### config.mk
export PLATFORM = sky130hd
export DESIGN_NAME = coef_collector
export DESIGN_NICKNAME = d
export VERILOG_FILES = /design/src/rtl/coef_collector_pkg.sv /design/src/rtl/coef_lane_sipo.sv /design/src/rtl/coef_collector.sv
export SDC_FILE = /design/constraint.sdc
export NUM_CORES = 1
export LEC_CHECK = 0
export ABC_AREA = 0
export CORE_ASPECT_RATIO = 1.2
export CORE_MARGIN = 2
export CORE_UTILIZATION = 37
export DETAILED_ROUTE_END_ITERATION = 10
export GPL_ROUTABILITY_DRIVEN = 0
export SYNTH_ARGS = -nofsm -noshare
export SYNTH_HDL_FRONTEND = slang
export SYNTH_HIERARCHICAL = 1
export SYNTH_SLANG_ARGS = --single-unit
### constraint.sdc
create_clock -name clk -period 1.8 [get_ports clk]
set_clock_uncertainty 0.1 [all_clocks]
set_input_delay 0.18 -clock clk [delete_from_list [all_inputs] [get_ports clk]]
set_output_delay 0.18 -clock clk [all_outputs]
set_load 0.005 [all_outputs]
### src/rtl/coef_collector_pkg.sv
// Shared definitions for the coefficient collector: state encoding and width helper.
package coef_collector_pkg;

  typedef enum logic [1:0] {
    ST_IDLE    = 2'd0,
    ST_COLLECT = 2'd1,
    ST_HOLD    = 2'd2
  } state_e;

  // Ceiling log2; a result of 0 is bumped to 1 by callers that need a real width.
  function automatic int clog2(input int value);
    int r;
    r = 0;
    while ((1 << r) < value) r++;
    return r;
  endfunction

endpackage

### src/rtl/coef_lane_sipo.sv
// One coefficient lane: N-bit right-shifting SIPO, LSB arrives first.
module coef_lane_sipo #(
  parameter int N = 4
) (
  input  logic         clk,
  input  logic         reset,
  input  logic         clr,
  input  logic         shift_en,
  input  logic         bit_in,
  output logic [N-1:0] shifted
);

  logic [N-1:0] sr_q;
  logic [N-1:0] sr_d;

  // Value the register takes if this cycle shifts; also used to load the output frame.
  assign shifted = {bit_in, sr_q[N-1:1]};

  always_comb begin
    sr_d = sr_q;
    if (clr) begin
      sr_d = '0;
    end else if (shift_en) begin
      sr_d = shifted;
    end
  end

  always_ff @(posedge clk) begin
    if (reset) begin
      sr_q <= '0;
    end else begin
      sr_q <= sr_d;
    end
  end

endmodule

### src/rtl/coef_collector.sv
// Deserializing result collector: gathers N columns of K lane bits into K
// parallel N-bit coefficients presented on a valid/ready handshake.
//
// state   | meaning
// IDLE    | waiting for start; columns ignored
// COLLECT | shifting in columns, cnt counts accepted columns
// HOLD    | frame complete, out_valid high until out_ready
module coef_collector
  import coef_collector_pkg::*;
#(
  parameter int N = 4,
  parameter int K = 4
) (
  input  logic           clk,
  input  logic           reset,
  input  logic           start,
  input  logic           bit_valid,
  input  logic [K-1:0]   bit_in,
  input  logic           out_ready,
  output logic [K*N-1:0] coef_out,
  output logic           out_valid,
  output logic           busy,
  output logic           overrun
);

  localparam int CNT_W = (clog2(N) < 1) ? 1 : clog2(N);
  localparam logic [CNT_W-1:0] CNT_LAST = CNT_W'(N - 1);

  state_e           state_q, state_d;
  logic [CNT_W-1:0] cnt_q, cnt_d;
  logic [K*N-1:0]   coef_q, coef_d;
  logic             overrun_q, overrun_d;

  logic             lane_clr;
  logic             lane_shift;
  logic [K*N-1:0]   shifted_all;

  for (genvar k = 0; k < K; k++) begin : g_lane
    coef_lane_sipo #(.N(N)) u_lane (
      .clk     (clk),
      .reset   (reset),
      .clr     (lane_clr),
      .shift_en(lane_shift),
      .bit_in  (bit_in[k]),
      .shifted (shifted_all[k*N +: N])
    );
  end

  always_comb begin
    state_d    = state_q;
    cnt_d      = cnt_q;
    coef_d     = coef_q;
    overrun_d  = overrun_q;
    lane_clr   = 1'b0;
    lane_shift = 1'b0;

    case (state_q)
      ST_IDLE: begin
        if (start) begin
          state_d   = ST_COLLECT;
          lane_clr  = 1'b1;
          cnt_d     = '0;
          overrun_d = 1'b0;
        end
      end

      ST_COLLECT: begin
        // A restart discards whatever column arrives alongside it.
        if (start) begin
          lane_clr  = 1'b1;
          cnt_d     = '0;
          overrun_d = 1'b0;
        end else if (bit_valid) begin
          lane_shift = 1'b1;
          if (cnt_q == CNT_LAST) begin
            coef_d  = shifted_all;
            cnt_d   = '0;
            state_d = ST_HOLD;
          end else begin
            cnt_d = cnt_q + CNT_W'(1);
          end
        end
      end

      ST_HOLD: begin
        if (bit_valid) begin
          overrun_d = 1'b1;
        end
        if (out_ready) begin
          if (start) begin
            state_d   = ST_COLLECT;
            lane_clr  = 1'b1;
            cnt_d     = '0;
            overrun_d = 1'b0;
          end else begin
            state_d = ST_IDLE;
          end
        end
      end

      default: begin
        state_d = ST_IDLE;
      end
    endcase
  end

  always_ff @(posedge clk) begin
    if (reset) begin
      state_q   <= ST_IDLE;
      cnt_q     <= '0;
      coef_q    <= '0;
      overrun_q <= 1'b0;
    end else begin
      state_q   <= state_d;
      cnt_q     <= cnt_d;
      coef_q    <= coef_d;
      overrun_q <= overrun_d;
    end
  end

  assign coef_out  = coef_q;
  assign out_valid = (state_q == ST_HOLD);
  assign busy      = (state_q == ST_COLLECT);
  assign overrun   = overrun_q;

endmodule
==> impl_metrics.env <==
export IMPL_syn2layout_area_growth_pct=31.6
export IMPL_place_area_sq_um=1800
export IMPL_crit_end="out_valid"
export IMPL_yosys_top_cells_count="33 x dfxtp_1, 16 x nand2b_1, 16 x nand4b_1"
export IMPL_clockRootBuffer="clkbuf_8"
export IMPL_clk_path_buf_depth=2
export IMPL_setup_viol_count_final=0
export IMPL_fp_coreArea_sq_um=3690
export IMPL_grt_setup_unrepaired="false"
export IMPL_power_per_cell_area_nw_per_um2=806
export IMPL_synth_cell_type_count=25
export IMPL_ir_worst_vdd_mv=0.509
export IMPL_dieHeight_um=72.7
export IMPL_crit_chain="nor2b_1, clkdlybuf4s50_1"
export IMPL_cts_buffers=5
export IMPL_avgRoutedWirePerCell_um=12.3
export IMPL_cp_end_kind="primary output"
export IMPL_yosysTopAreaCellShare_pct=45.4
export IMPL_synth_seq_cells=33
export IMPL_synth_ff_type="dfxtp_1"
export IMPL_worstPathMaxFanout=7
export IMPL_nets=184
export IMPL_top_layer="met4"
export IMPL_fin_ws_ns=0.0728
export IMPL_design_area_sq_um=1910
export IMPL_ff2ff_setup_slack_ns=0.36
export IMPL_multi_input_area_sq_um=699
export IMPL_crit_required_ns=1.52
export IMPL_ioPinCount=28
export IMPL_arrival_ns=1.45
export IMPL_start_util_pct=39.4
export IMPL_start_kind="register"
export IMPL_p_leak_uw=0.000645
export IMPL_cts_htree_levels=2
export IMPL_ant_nets=0
export IMPL_met2_length_mm=1.34
export IMPL_die_w_um=61.2
export IMPL_cts_resized=0
export IMPL_yosysTopAreaCell="dfxtp_1"
export IMPL_ys_seq_area_share_pct=45.4
export IMPL_critPathKind="register to primary output"
export IMPL_drc=0
export IMPL_synthTopCellsByArea="dfxtp_1 45%, nand4b_1 9.6%, mux2i_1 8.3%, nand2b_1 6.9%, o21ai_2 6.0%"
export IMPL_cpPeakStageDelay_ns=0.52
export IMPL_synth_fp_nets=157
export IMPL_crit_slowest_cell="clkdlybuf4s50_1"
export IMPL_hold_slack_ns=0.369
export IMPL_layout_min_cycle_time_ns=1.73
export IMPL_crit_start="state_q[1]"
export IMPL_post_cts_setup_buffers=0
export IMPL_fp_row_count=24
export IMPL_power_uw=1540
export IMPL_tightest_slew_ns=0.304
export IMPL_antennaDiodeCount=0
export IMPL_slew_limit_headroom_pct=79.4
export IMPL_vias=1133
export IMPL_drtPass1Iterations=4
export IMPL_period_share_pct=96.0
export IMPL_portBuffers=27
export IMPL_track_usage_pct=13.8
export IMPL_synth_most_common_cell="dfxtp_1"
export IMPL_reg2reg_to="g_lane[0].u_lane/sr_q[3]"
export IMPL_wl_met3_um=116
export IMPL_drive_gt1_share_pct=14.3
export IMPL_synth_cells=147
export IMPL_antenna_found_initial=0
export IMPL_cts_tree="done"
export IMPL_vias_per_cell=4.99
export IMPL_grt_pass1_vias=1053
export IMPL_grt_overflow_total=0
export IMPL_slew_viol_final=0
export IMPL_num_fill_cells=359
export IMPL_hold_start="coef_out[6]"
export IMPL_grt_start_max_net_pins=52
export IMPL_hold_viol=0
export IMPL_clkSlewWorstSetupHoldPaths_ns=0.06
export IMPL_rr_startpoint="state_q[0]"
export IMPL_grt_pass1_wl_mm=4.63
export IMPL_ff2ff_path_depth=4
export IMPL_pre_cts_ws_ns=0.0812
export IMPL_detailedRoute_firstIterationViolations=36
export IMPL_drv_cap=0
export IMPL_totalWireLength_mm=2.79
export IMPL_tns_ns=0
export IMPL_synth_edf_count=0
export IMPL_fmaxAchievable_ghz=0.579
export IMPL_cts_sinks=33
export IMPL_ys_async_sr_fraction_pct=0
export IMPL_hpwl_mm=1.80
export IMPL_die_area_sq_um=4450
export IMPL_syn_area_per_cell_sq_um=9.89
export IMPL_yosysWarnings=6
export IMPL_hp_class="register to register"
export IMPL_register_area_sq_um=661
export IMPL_met1Wirelength_mm=1.32
export IMPL_hold_buffers=0
export IMPL_status="finished, final reports clean"
export IMPL_syn_area_sq_um=1450
export IMPL_clock_latency_ns=0.28
## worst min-delay path by stage
stage	endpoint	slack [ns]	depth (start not counted)
after floorplan	g_lane[0].u_lane/sr_q[1]	0.16	1
after global placement	cnt_q[1]	0.36	2
after detailed placement	coef_out[7]	0.36	2
after CTS	coef_out[7]	0.37	2
after global routing	coef_out[8]	0.39	2
final	coef_out[6]	0.37	2
## cell usage in the layout (no fill, tap or decap), types with 6 or more instances in the layout
master and instances:
clkdlybuf4s50_1 27, dfxtp_1 33, nor3_1 13, nand2b_1 16, o21ai_2 10, o21ai_0 6
nand4b_1 16, mux2i_1 12, clkbuf_8 6
## metal layers
layer	global-route usage, %	vias to the layer above
li1	-	581
met1	17.4	529
met2	21.9	21
met3	4.79	2
met4	4.35	0
met5	0	-
## flip-flops by register name (all words and copies together), names as in the netlist
| signal | cells |
|---|---|
| coef_out | 16 |
| g_lane.u_lane/sr_q | 12 |
| cnt_q | 2 |
| state_q | 2 |
| overrun | 1 |
## cell type report
class                   count  share of cell area [%]
clock buffers               7                    4.51
inverters                   5                   0.981
well taps                  52                    3.40
clock inverters             1                    1.57
flip-flops and latches     33                    34.5
repair buffers             33                    18.4
multi-input cells          96                    36.6
## power by group
| part | total (uW) | internal, uW | switching [uW] |
|---|---|---|---|
| combinational | 96.2 | 53.5 | 42.7 |
| sequential | 737 | 733 | 3.87 |
| clock | 709 | 451 | 258 |
| total | 1540 | 1240 | 304 |
## worst max-delay path: cells and delay by family (launching register included)
family	cells	cell delay, ns
buffers and inverters	1	0.52
DFF	1	0.43
and+or+nand+nor	1	0.21
## per-stage QoR
stage / instances / util (%)
2_1_floorplan: 147 / -
4_1_cts: 227 / 51.8
5_1_grt: 227 / 51.8
3_3_place_gp: 219 / 48.6
3_5_place_dp: 219 / 48.6
6_report: 227 / 51.8
## kinds of logic (layout without fill, tap and decap cells)
family / count (synthesis) / after routing / synth area share [%]
adders and majority gates: 1 / 1 / 0.860
buffers and inverters: 18 / 46 / 6.45
and+or+nand+nor: 59 / 59 / 27.5
muxes: 12 / 12 / 8.26
AOI/OAI and AO/OA: 24 / 24 / 11.5
DFF: 33 / 33 / 45.4
(Power assumes the default switching activity.)
